$ cat src/rtl/motor_ramp.sv
// motor_ramp: per-wheel duty slew limiter with a brake/dead-time/ramp-up direction interlock
module motor_ramp #(
  parameter int WIDTH      = 32,
  parameter int STEP_DIV   = 16000,
  parameter int DEAD_TICKS = 2000,
  parameter int MAX_DUTY   = 1000
) (
  input  logic             clk,
  input  logic             reset,
  input  logic             cmd_valid,
  input  logic             cmd_dir,
  input  logic [WIDTH-1:0] cmd_duty,
  input  logic [15:0]      cmd_step,
  input  logic             estop,
  output logic [WIDTH-1:0] duty_f,
  output logic [WIDTH-1:0] duty_b,
  output logic [WIDTH-1:0] cur_duty,
  output logic [1:0]       state,
  output logic             busy
);
  localparam int PW = (STEP_DIV > 1) ? $clog2(STEP_DIV) : 1;
  localparam int DW = $clog2(DEAD_TICKS + 1);
  localparam logic [PW-1:0] PRE_MAX = PW'(STEP_DIV - 1);
  localparam logic [DW-1:0] DEAD_LD = DW'(DEAD_TICKS);
  localparam logic [WIDTH-1:0] MAX_D = WIDTH'(MAX_DUTY);
  typedef enum logic [1:0] {RUN = 2'd0, BRAKE = 2'd1, DEAD = 2'd2} state_t;
  state_t r_state, w_nstate;
  logic [WIDTH-1:0] r_cur, r_tgt, w_ramp, w_cur_n, w_clamp;
  logic r_cur_dir, r_tgt_dir;
  logic [15:0] r_step;
  logic [PW-1:0] r_pre;
  logic [DW-1:0] r_dcnt, w_dcnt_n;
  logic w_tick, w_rev, w_adv, w_move, w_cmd;

  // one step from c toward t, computed one bit wider so it can neither wrap nor underflow
  function automatic logic [WIDTH-1:0] ramp_to(input logic [WIDTH-1:0] c, input logic [WIDTH-1:0] t,
                                               input logic [15:0] s);
    logic [WIDTH:0] cx, tx, sx;
    cx = {1'b0, c};
    tx = {1'b0, t};
    sx = (WIDTH+1)'(s);
    if (s == 16'd0) return t;
    if (c < t) return (cx + sx >= tx) ? t : WIDTH'(cx + sx);
    if (c > t) return (cx - tx <= sx) ? t : WIDTH'(cx - sx);
    return t;
  endfunction

  assign w_tick   = r_pre == PRE_MAX;
  assign w_rev    = r_tgt_dir != r_cur_dir;
  assign w_adv    = w_tick || r_step == 16'd0;
  assign w_cmd    = cmd_valid && !estop;
  assign w_clamp  = cmd_duty > MAX_D ? MAX_D : cmd_duty;
  assign w_ramp   = ramp_to(r_cur, r_state == BRAKE ? '0 : r_tgt, r_step);
  assign w_move   = w_adv && (r_state == RUN ? !w_rev : r_state == BRAKE && w_rev);
  assign w_cur_n  = estop || r_state == DEAD ? '0 : w_move ? w_ramp : r_cur;
  assign w_dcnt_n = estop || (w_nstate == DEAD && r_state != DEAD) ? DEAD_LD :
                    r_state == DEAD ? r_dcnt - DW'(1) : r_dcnt;

  always_ff @(posedge clk)
    if (reset) r_state <= RUN;
    else r_state <= w_nstate;

  always_comb begin
    w_nstate = r_state;
    unique case (r_state)
      RUN:     w_nstate = !w_rev ? RUN : r_cur != '0 ? BRAKE : DEAD;
      BRAKE:   w_nstate = !w_rev ? RUN : r_cur == '0 ? DEAD : BRAKE;
      DEAD:    w_nstate = r_dcnt == DW'(1) ? RUN : DEAD;
      default: w_nstate = RUN;
    endcase
    if (estop) w_nstate = DEAD;
  end

  always_comb begin
    duty_f   = !r_cur_dir && r_state != DEAD ? r_cur : '0;
    duty_b   = r_cur_dir && r_state != DEAD ? r_cur : '0;
    cur_duty = r_cur;
    state    = r_state;
    busy     = r_state != RUN || r_cur != r_tgt;
  end

  always_ff @(posedge clk)
    if (reset) begin
      r_cur     <= '0;
      r_cur_dir <= 1'b0;
      r_tgt     <= '0;
      r_tgt_dir <= 1'b0;
      r_step    <= '0;
      r_pre     <= '0;
      r_dcnt    <= '0;
    end else begin
      r_pre     <= w_tick ? '0 : r_pre + PW'(1);
      r_cur     <= w_cur_n;
      r_dcnt    <= w_dcnt_n;
      r_cur_dir <= r_state == DEAD && w_nstate == RUN ? r_tgt_dir : r_cur_dir;
      r_tgt     <= estop ? '0 : w_cmd ? w_clamp : r_tgt;
      if (w_cmd) begin
        r_tgt_dir <= cmd_dir;
        r_step    <= cmd_step;
      end
    end
endmodule

$ cat config.mk
export PLATFORM = sky130hd
export DESIGN_NAME = motor_ramp
export DESIGN_NICKNAME = d
export VERILOG_FILES = /design/src/rtl/motor_ramp.sv
export SDC_FILE = /design/constraint.sdc
export NUM_CORES = 1
export LEC_CHECK = 0
export ABC_AREA = 0
export BUFFER_PORTS_ARGS = -buffer_cell sky130_fd_sc_hd__buf_4
export CORE_UTILIZATION = 50
export DETAILED_ROUTE_END_ITERATION = 6
export PLACE_DENSITY = 0.82
export SLEW_MARGIN = 5
export SYNTH_ARGS = -nofsm -noshare
export SYNTH_HDL_FRONTEND = slang
export SYNTH_SLANG_ARGS = --single-unit
$ cat constraint.sdc
create_clock -name clk -period 5.16 [get_ports clk]
set_input_delay 0.258 -clock clk [delete_from_list [all_inputs] [get_ports clk]]
set_output_delay 0.258 -clock clk [all_outputs]
set_load 0.01 [all_outputs]
Word level (Yosys, flattened, before mapping)
Index checks and enable logic that the tools add are counted.

Register bits: 109. Input port bits: 53. Word-level logic and storage cells: 80.

$add $sub $neg: 5. $lt $le $gt $ge: 5. Equal/unequal tests: 8. Muxes and demuxes: 28. Reduce and logical (&&, ||, !) cells: 25.

Operators with widths (count): 32-bit two-way mux (12); 32-bit by 16-bit adder with 33-bit output (1); 33-bit by 32-bit greater-or-equal comparator with 1-bit output (1); 33-bit by 16-bit less-or-equal comparator with 1-bit output (1); 32-bit by 32-bit subtractor with 33-bit output (1); 32-bit by 10-bit greater-than comparator with 1-bit output (second input constant) (1); 32-bit greater-than comparator (1); 32-bit logical NOT (1); 32-bit < comparator (1); 32-bit inequality test (1); 32-bit nonzero test (1); 32-bit by 16-bit subtractor with 32-bit output (1); 11-bit two-way mux (2); 16-bit logical NOT (1); 14-bit by 1-bit adder with 14-bit output (second input constant) (1); 14-bit equality test (second input constant) (1); 2-bit two-way mux (6); 11-bit by 1-bit equality test with 1-bit output (second input constant) (1); 11-bit by 1-bit subtractor with 11-bit output (second input constant) (1); 2-bit OR reduction (4); 1-bit logical AND (7); 1-bit two-way mux (7); 2-bit case mux with 3 select lines (1); 2-bit equality test (second input constant) (2); 7 further kinds (14).

Longest topological paths before layout
Gate-level depths: netlist of run 1.

Depth after elaboration: 10. Depth in mapped cells: 29. Gate-level depth less buffers: 23.

Least setup slack after synthesis of run 1
OpenSTA, ideal clock, no wires.

Kind: reg2reg. Start point: register r_cur[5], in the netlist cur_duty[5]. End point: register r_cur[7], in the netlist cur_duty[7]. Setup time: 87 ps. Arrival: 5591 ps. Path slack: -518 ps. Cell stages (with the launch flop): 23. Period minus slack after synthesis: 5678 ps. Cells stage by stage: dfxtp_1 > ha_1 > clkbuf_1 > nand2b_1 > a21oi_1 > nor2_1 > a311oi_1 > o311ai_0 > o31ai_1 > nor2_1 > xor2_1 > ha_1 > a21o_1 > a21o_1 > a21o_1 > a21oi_1 > o21bai_1 > a2111oi_0 > o21ai_0 > o21ai_0 > nand3_1 > and2_1 > o31ai_1.

Cells in the longest elaborated chain, start to end: 8. Elaborated cells between the ends (all ways): 19. Classes of those cells: 3 x add/sub; 4 x order compare; 12 x mux.

Ends and longest elaborated chain: start, declared (line 28) `logic [WIDTH-1:0] r_cur, r_tgt, w_ramp, w_cur_n, w_clamp;`; start signal, assigned (line 93) `r_cur <= w_cur_n;`; 32-bit by 16-bit adder with 33-bit output (line 43) `if (c < t) return (cx + sx >= tx) ? t : WIDTH'(cx + sx);`; 33-bit by 32-bit greater-or-equal comparator with 1-bit output (line 43); 32-bit two-way mux (2 in a row) (line 43); 32-bit two-way mux (line 44) `if (c > t) return (cx - tx <= sx) ? t : WIDTH'(cx - sx);`; 32-bit two-way mux (line 45) `return t;`; 32-bit two-way mux * (line 44); 32-bit two-way mux * (line 43).

Mark *: on every way between the ends. The rest lies on a longest branch, timed or not. The select of a mux whose other input is x is not followed. A chain may end at the register's enable or synchronous reset.

Worst setup path in the final report of run 1
Start point: register r_cur[2], in the netlist cur_duty[2]. End point: register r_cur[13], in the netlist cur_duty[13].

The elaborated chain is that of the path after synthesis.

==> results of run 1 <==
## cells by family (layout without fill, tap and decap cells)
logic type      after synthesis  after routing
simple gates                585            585
compound gates              406            406
buf+inv                     150            438
xor+xnor                    130            130
fa+ha+maj                   118            118
flops                       109            109
mux                          16             16
other cells                   0              2
## worst paths after layout
kind          startpoint            to  slack (ns)  cells after the start
max          cur_duty[2]  cur_duty[13]        0.09                     23
min          cmd_step[0]     r_step[0]        0.12                      3
max reg2reg  cur_duty[2]  cur_duty[13]        0.09                     23
min reg2reg     r_pre[0]      r_pre[0]        0.47                      1
## timing repair
item                       4_1_cts  5_1_grt
gates cloned                     0        2
buffers inserted                 0       18
pin swaps                        1       29
resized for setup                7       66
setup endpoints to repair       16       32
## critical path, cell delays in order (launching register included)
cell,delay [ns]
sky130_fd_sc_hd__dfxtp_1,0.35
sky130_fd_sc_hd__ha_1,0.32
sky130_fd_sc_hd__or3_4,0.39
sky130_fd_sc_hd__o211ai_1,0.29
sky130_fd_sc_hd__a311oi_2,0.13
sky130_fd_sc_hd__buf_4,0.17
sky130_fd_sc_hd__o311ai_4,0.30
sky130_fd_sc_hd__o31ai_4,0.13
sky130_fd_sc_hd__nor4_2,0.31
sky130_fd_sc_hd__xor2_1,0.28
sky130_fd_sc_hd__ha_1,0.31
sky130_fd_sc_hd__and4_1,0.22
sky130_fd_sc_hd__nand4_1,0.14
sky130_fd_sc_hd__nor2_1,0.08
sky130_fd_sc_hd__o211a_1,0.16
sky130_fd_sc_hd__a2111oi_4,0.35
sky130_fd_sc_hd__o21ai_2,0.14
sky130_fd_sc_hd__buf_6,0.17
sky130_fd_sc_hd__nor3_4,0.20
sky130_fd_sc_hd__buf_4,0.15
sky130_fd_sc_hd__buf_4,0.13
sky130_fd_sc_hd__a21oi_1,0.06
sky130_fd_sc_hd__o31ai_1,0.10
sky130_fd_sc_hd__o2bb2ai_1,0.09
## area by class of cell
type	instances	area share (%)
Antenna cell	2	0.03424
Clock buffer	9	1.541
Clock inverter	7	0.5307
Inverter	58	1.489
Multi-Input combinational cell	1255	59.92
Sequential cell	109	14.97
Tap cell	280	2.397
Timing Repair Buffer	364	19.12
## report_power, final
part / switching (µW) / internal (µW)
clock: 398 / 348
sequential: 34.8 / 873
combinational: 1010 / 740
total: 1440 / 1960
## layout by cell type (no fill, tap or decap), types with 38 or more instances in the layout
master / netlist / layout
sky130_fd_sc_hd__inv_1: 57 / 56
sky130_fd_sc_hd__dfxtp_1: 109 / 104
sky130_fd_sc_hd__and2_1: 45 / 44
sky130_fd_sc_hd__nand4_1: 38 / 38
sky130_fd_sc_hd__buf_4: 0 / 355
sky130_fd_sc_hd__a21oi_1: 136 / 125
sky130_fd_sc_hd__xor2_1: 55 / 55
sky130_fd_sc_hd__and3_1: 43 / 43
sky130_fd_sc_hd__nand3_1: 61 / 59
sky130_fd_sc_hd__nand2_1: 150 / 149
sky130_fd_sc_hd__ha_1: 115 / 110
sky130_fd_sc_hd__o21ai_0: 61 / 55
sky130_fd_sc_hd__nor2_1: 110 / 108
sky130_fd_sc_hd__xnor2_1: 75 / 70
## flip-flops by register name (all words and copies together), names as in the netlist
register	flops
r_step	16
r_tgt	32
r_dcnt	11
cur_duty	32
r_tgt_dir	1
r_cur_dir	1
state	2
r_pre	14
## stage by stage
step                      utilization, %  hold WS (ns)  cells  cell area [µm²]  power (µW)
final                              66.78        0.1242   2084            14620        3402
after global routing               66.75        0.1336   2082            14610        3558
after CTS                          64.71        0.1260   2062            14160        3223
after detailed placement           63.16        0.4487   2046            13830        2482
after global placement             63.16        0.4396   2046            13830        2469
after floorplan                        -        0.3787   1514            11240        1902
## routing by layer
layer	vias up	part of all wire, %
li1	6047	-
met1	6110	39
met2	836	44
met3	197	11
met4	0	6.0
met5	-	0
==> impl_metrics.xml, run 1 <==
<?xml version="1.0" encoding="UTF-8"?>
<metrics>
  <group name="status">
    <metric name="run_status" unit="">complete, no violations</metric>
  </group>
  <group name="worst_setup_path">
    <metric name="setup.worst_path.class" unit="">reg2reg</metric>
    <metric name="required" unit="ns">5.42</metric>
    <metric name="crit_arrival" unit="ns">5.33</metric>
    <metric name="crit_path_max_fanout" unit="">7</metric>
    <metric name="crit_path_start_kind" unit="">flop</metric>
    <metric name="timing.critical_path.to_type" unit="">flop</metric>
  </group>
  <group name="sta">
    <metric name="post-route-period-util" unit="%">98.27</metric>
    <metric name="setup_violations" unit="">0</metric>
    <metric name="max_freq" unit="MHz">197.2</metric>
    <metric name="finalClockSkew" unit="ns">0.02469</metric>
    <metric name="slew_violations" unit="">0</metric>
    <metric name="worst_slew_margin_rel" unit="%">30.72</metric>
    <metric name="rsz0062_at_grt" unit="">yes</metric>
    <metric name="worst_pin_slew" unit="ns">1.036</metric>
    <metric name="final.setup.tns" unit="ns">0</metric>
    <metric name="worst_slack" unit="ns">0.08907</metric>
    <metric name="report.final.hold_viol_count" unit="">0</metric>
    <metric name="post-route-min-period" unit="ns">5.071</metric>
  </group>
  <group name="yosys">
    <metric name="postSynth.topFlopCell" unit="">sky130_fd_sc_hd__dfxtp_1</metric>
    <metric name="synthDominantAreaCellType" unit="">sky130_fd_sc_hd__dfxtp_1</metric>
    <metric name="synthesis.instances" unit="">1514</metric>
    <metric name="post_synth_xor_area_fraction" unit="%">10.18</metric>
    <metric name="synth.most_common_cell" unit="">sky130_fd_sc_hd__nand2_1</metric>
    <metric name="yosys_register_bits" unit="">109</metric>
    <metric name="yosys-mux-area-fraction" unit="%">1.522</metric>
    <metric name="synth-edff-count" unit="">0</metric>
    <metric name="synth_area_per_cell" unit="µm²">7.384</metric>
    <metric name="post_synth_most_frequent_cells" unit="">150 x sky130_fd_sc_hd__nand2_1, 136 x sky130_fd_sc_hd__a21oi_1, 115 x sky130_fd_sc_hd__ha_1, 110 x sky130_fd_sc_hd__nor2_1, 109 x sky130_fd_sc_hd__dfxtp_1</metric>
    <metric name="yosys_warnings" unit="">0</metric>
    <metric name="synth.area.top_cells" unit="">sky130_fd_sc_hd__dfxtp_1 20%, sky130_fd_sc_hd__ha_1 13%, sky130_fd_sc_hd__a21oi_1 6.1%, sky130_fd_sc_hd__xnor2_1 5.9%, sky130_fd_sc_hd__nand2_1 5.0%</metric>
    <metric name="mappedNetlistNets" unit="">1685</metric>
    <metric name="synth_fa_ha_area_share" unit="%">13.41</metric>
    <metric name="synth_simple_gate_area_share" unit="%">26.39</metric>
    <metric name="ys_async_sr_fraction" unit="%">0</metric>
    <metric name="netlist.area_leader.share" unit="%">19.52</metric>
    <metric name="synth_top_family_by_area" unit="">simple AND/OR/NAND/NOR gates</metric>
    <metric name="synth-seq-area-share" unit="%">19.52</metric>
    <metric name="post_synth_instance_area" unit="µm²">11180</metric>
    <metric name="synth_cell_types" unit="">71</metric>
    <metric name="compound_cell_area_share_of_the_yosys_netlist" unit="%">23.69</metric>
  </group>
  <group name="cells_and_area">
    <metric name="multi_input_comb_area" unit="µm²">8758</metric>
    <metric name="fin_nets" unit="">1968</metric>
    <metric name="drive_gt1_share" unit="%">26.30</metric>
    <metric name="num-fill-cells" unit="">1944</metric>
    <metric name="area.sequential" unit="µm²">2188</metric>
    <metric name="syn2layout_area_growth" unit="%">30.76</metric>
  </group>
  <group name="pwr">
    <metric name="peakVddDrop" unit="mV">0.1867</metric>
    <metric name="power_per_cell_area" unit="nW/µm²">232.7</metric>
    <metric name="p_leak" unit="µW">0.006907</metric>
  </group>
  <group name="grt">
    <metric name="gr-total-overflow" unit="">0</metric>
    <metric name="grt.met1_usage" unit="%">52.79</metric>
    <metric name="grt_busiest_layer" unit="">met2</metric>
    <metric name="antenna_violations_before_repair" unit="">2</metric>
    <metric name="gr-usage-met3" unit="%">7.066</metric>
    <metric name="grt_usage" unit="%">40.51</metric>
    <metric name="groute.layer.met2.usage" unit="%">63.54</metric>
    <metric name="grt_first_pass_wirelength" unit="mm">70.12</metric>
    <metric name="grt_start_max_net_pins" unit="">39</metric>
    <metric name="first_global_vias" unit="">12100</metric>
  </group>
  <group name="clocking">
    <metric name="htree_num_levels" unit="">3</metric>
    <metric name="number_of_sinks_driven_by_the_clock_tree" unit="">109</metric>
    <metric name="tritoncts.num_buffers" unit="">9</metric>
    <metric name="clkLatencyLatePin" unit="ns">0.38</metric>
    <metric name="tritoncts" unit="">yes</metric>
    <metric name="cts-hold-fix-buffers" unit="">0</metric>
    <metric name="clk_path_buf_depth" unit="">2</metric>
    <metric name="cts-root-buf" unit="">sky130_fd_sc_hd__clkbuf_16</metric>
    <metric name="reg_clk_slew_reported_paths" unit="ns">0.09</metric>
  </group>
  <group name="floorplan">
    <metric name="die_height" unit="µm">151.5</metric>
    <metric name="core" unit="µm²">21890</metric>
    <metric name="die_w" unit="µm">151.5</metric>
    <metric name="fp-row-count" unit="">54</metric>
    <metric name="num_io_pins" unit="">152</metric>
    <metric name="fp.dieArea" unit="µm²">22960</metric>
    <metric name="initial_utilization" unit="%">51.07</metric>
  </group>
  <group name="route">
    <metric name="drt-vias-per-instance" unit="">6.329</metric>
    <metric name="routed-via-count" unit="">13190</metric>
    <metric name="drt_pass1_iterations" unit="">6</metric>
    <metric name="detail-route-antenna-nets" unit="">0</metric>
    <metric name="initialDrtViolationCount" unit="">1529</metric>
    <metric name="remaining_drc_errors" unit="">0</metric>
    <metric name="wl" unit="mm">46.47</metric>
    <metric name="routed_wire_length_per_instance" unit="µm">22.30</metric>
  </group>
  <group name="flow_run">
    <metric name="max-cap-violations" unit="">0</metric>
  </group>
  <group name="placed_design">
    <metric name="final_estimated_routing_congestion_in_global_placement" unit="">1.020</metric>
    <metric name="placement.io_buffers" unit="">151</metric>
    <metric name="dpl_worst_slack" unit="ns">-0.09019</metric>
    <metric name="place_hpwl" unit="mm">36.11</metric>
  </group>
  <group name="hold_path">
    <metric name="timing.hold.worst.class" unit="">in2reg</metric>
  </group>
</metrics>
No activity file was read; power rests on OpenSTA's default activity.
==> inputs of run 2 (changes only) <==
--- a/config.mk
+++ b/config.mk
@@ -10,6 +10,7 @@
 export CORE_UTILIZATION = 50
 export DETAILED_ROUTE_END_ITERATION = 6
 export PLACE_DENSITY = 0.82
+export RECOVER_POWER = 50
 export SLEW_MARGIN = 5
 export SYNTH_ARGS = -nofsm -noshare
 export SYNTH_HDL_FRONTEND = slang
==> impl_metrics.xml, run 2 (synthesis results as in run 1) <==
<?xml version="1.0" encoding="UTF-8"?>
<metrics>
  <group name="floorplan">
    <metric name="die_height" unit="µm">151.5</metric>
    <metric name="die_w" unit="µm">151.5</metric>
    <metric name="fp.dieArea" unit="µm²">22960</metric>
    <metric name="core" unit="µm²">21890</metric>
    <metric name="num_io_pins" unit="">152</metric>
    <metric name="fp-row-count" unit="">54</metric>
    <metric name="initial_utilization" unit="%">51.07</metric>
  </group>
  <group name="pwr">
    <metric name="p_leak" unit="µW">0.006861</metric>
    <metric name="power_per_cell_area" unit="nW/µm²">233.8</metric>
    <metric name="power" unit="µW">3407</metric>
    <metric name="peakVddDrop" unit="mV">0.1856</metric>
  </group>
  <group name="sta">
    <metric name="max_freq" unit="MHz">193.2</metric>
    <metric name="finalClockSkew" unit="ns">0.02307</metric>
    <metric name="rsz0062_at_grt" unit="">yes</metric>
    <metric name="setup_violations" unit="">1</metric>
    <metric name="final.setup.tns" unit="ns">-0.01485</metric>
    <metric name="report.final.hold_viol_count" unit="">0</metric>
    <metric name="post-route-min-period" unit="ns">5.175</metric>
    <metric name="worst_pin_slew" unit="ns">1.561</metric>
    <metric name="post-route-period-util" unit="%">100.3</metric>
    <metric name="worst_slew_margin_rel" unit="%">-4.045</metric>
    <metric name="slew_violations" unit="">37</metric>
    <metric name="worst_slack" unit="ns">-0.01485</metric>
    <metric name="timing.hold.ws" unit="ns">0.1190</metric>
  </group>
  <group name="clocking">
    <metric name="cts-hold-fix-buffers" unit="">0</metric>
    <metric name="clkLatencyLatePin" unit="ns">0.38</metric>
    <metric name="cts-root-buf" unit="">sky130_fd_sc_hd__clkbuf_16</metric>
    <metric name="reg_clk_slew_reported_paths" unit="ns">0.10</metric>
    <metric name="number_of_sinks_driven_by_the_clock_tree" unit="">109</metric>
    <metric name="tritoncts" unit="">yes</metric>
    <metric name="tritoncts.num_buffers" unit="">9</metric>
    <metric name="clk_path_buf_depth" unit="">2</metric>
    <metric name="htree_num_levels" unit="">3</metric>
  </group>
  <group name="worst_setup_path">
    <metric name="crit_path_max_fanout" unit="">16</metric>
    <metric name="startpoint" unit="">state[1]</metric>
    <metric name="setup.worst_path.class" unit="">reg2reg</metric>
    <metric name="crit_arrival" unit="ns">5.46</metric>
    <metric name="timing.critical_path.to_type" unit="">flop</metric>
    <metric name="ordered_cell_list_for_the_critical_path" unit="">nand2b_4 &gt; buf_12 &gt; buf_12 &gt; and2_1 &gt; inv_1 &gt; ha_2 &gt; and2_1 &gt; a221o_1 &gt; buf_4 &gt; a211oi_4 &gt; o41ai_1 &gt; or4_1 &gt; nor4_2 &gt; nand4_1 &gt; or4_4 &gt; nor2b_4 &gt; or3_1 &gt; a311oi_2</metric>
    <metric name="worst_path_largest_cell_delay" unit="ns">0.52</metric>
    <metric name="required" unit="ns">5.45</metric>
    <metric name="crit_path_start_kind" unit="">flop</metric>
    <metric name="critPathSlowestCell" unit="">sky130_fd_sc_hd__or4_1</metric>
    <metric name="reg2reg_from" unit="">state[1]</metric>
    <metric name="r2r_setup_slack" unit="ns">-0.01</metric>
  </group>
  <group name="route">
    <metric name="remaining_drc_errors" unit="">0</metric>
    <metric name="drt_pass1_iterations" unit="">6</metric>
    <metric name="routed_wire_length_per_instance" unit="µm">22.37</metric>
    <metric name="initialDrtViolationCount" unit="">1361</metric>
    <metric name="detail-route-antenna-nets" unit="">0</metric>
    <metric name="drt-vias-per-instance" unit="">6.335</metric>
    <metric name="routed-via-count" unit="">13200</metric>
    <metric name="wl" unit="mm">46.61</metric>
  </group>
  <group name="status">
    <metric name="run_status" unit="">finished, violations left</metric>
    <metric name="failed_checks" unit="">max-capacitance violations, max-slew violations, negative setup slack</metric>
  </group>
  <group name="cells_and_area">
    <metric name="layout_common_cells" unit="">344 x sky130_fd_sc_hd__buf_4, 149 x sky130_fd_sc_hd__nand2_1, 125 x sky130_fd_sc_hd__a21oi_1</metric>
    <metric name="layout.cells.most_common" unit="">sky130_fd_sc_hd__buf_4</metric>
    <metric name="fin_nets" unit="">1968</metric>
    <metric name="syn2layout_area_growth" unit="%">30.37</metric>
    <metric name="drive_gt1_share" unit="%">25.58</metric>
    <metric name="num-fill-cells" unit="">1962</metric>
  </group>
  <group name="grt">
    <metric name="grt_usage" unit="%">40.51</metric>
    <metric name="grt_first_pass_wirelength" unit="mm">70.12</metric>
    <metric name="grt_start_max_net_pins" unit="">39</metric>
    <metric name="gr-total-overflow" unit="">0</metric>
    <metric name="antenna_violations_before_repair" unit="">2</metric>
    <metric name="first_global_vias" unit="">12100</metric>
  </group>
  <group name="placed_design">
    <metric name="dpl_worst_slack" unit="ns">-0.09019</metric>
    <metric name="placement.io_buffers" unit="">151</metric>
    <metric name="final_estimated_routing_congestion_in_global_placement" unit="">1.020</metric>
    <metric name="place_hpwl" unit="mm">36.11</metric>
  </group>
  <group name="hold_path">
    <metric name="timing.hold.worst.class" unit="">in2reg</metric>
    <metric name="worstHoldStart" unit="">cmd_step[0]</metric>
  </group>
  <group name="flow_run">
    <metric name="max-cap-violations" unit="">1</metric>
  </group>
</metrics>
## run 2: worst paths after layout
check,depth (start not counted),end
hold reg to reg,1,r_pre[0]
hold / removal,3,r_step[0]
setup / recovery,18,cur_duty[16]
setup reg to reg,18,cur_duty[16]
## run 2: layout make-up
type | instances | area, µm² | share of cell area, %
flip-flops and latches | 109 | 2187 | 15.01
inverters | 58 | 217.7 | 1.494
multi-input cells | 1255 | 8758 | 60.09
diodes | 2 | 5.005 | 0.03434
clock buffers | 9 | 225.2 | 1.545
well taps | 280 | 350.3 | 2.404
clock inverters | 7 | 77.57 | 0.5322
repair buffers | 364 | 2754 | 18.89
## run 2: timing repair
item / in CTS / in global routing
gates resized for setup: 7 / 66
gates cloned: 0 / 2
pin swaps: 1 / 29
setup endpoints to repair: 16 / 32
buffers inserted: 0 / 18
## run 2: worst max-delay path: cells and delay by family, from the launching register on
kind                       cells  cell delay [ns]
and+or+nand+nor                9             2.78
AOI/OAI and AO/OA              4             1.02
buffers and inverters          4             0.59
adders and majority gates      1             0.35
DFF                            1             0.32
## run 2: metrics by stage
stage               instance area [µm²]  utilization (%)  instances
finish                            14580            66.58       2084
global placement                  13830            63.16       2046
global route                      14570            66.56       2082
floorplan                         11240                -       1514
CTS                               14160            64.71       2062
detailed placement                13830            63.16       2046
## run 2: layer usage
| metal | routed length (µm) | global-route usage [%] | up-vias |
|---|---|---|---|
| met4 | 2920 | 21.63 | 0 |
| met1 | 18400 | 52.79 | 6086 |
| met5 | 0 | 0 | - |
| met3 | 4654 | 7.066 | 209 |
| met2 | 20640 | 63.54 | 869 |
| li1 | - | - | 6039 |
## run 2: power by group
group / internal [µW] / switching [µW] / total [µW] / leakage [µW]
combinational: 738 / 1010 / 1750 / 0.00582
sequential: 873 / 34.7 / 908 / 0.000890
clock: 348 / 401 / 749 / 0.000149
total: 1960 / 1450 / 3410 / 0.00686
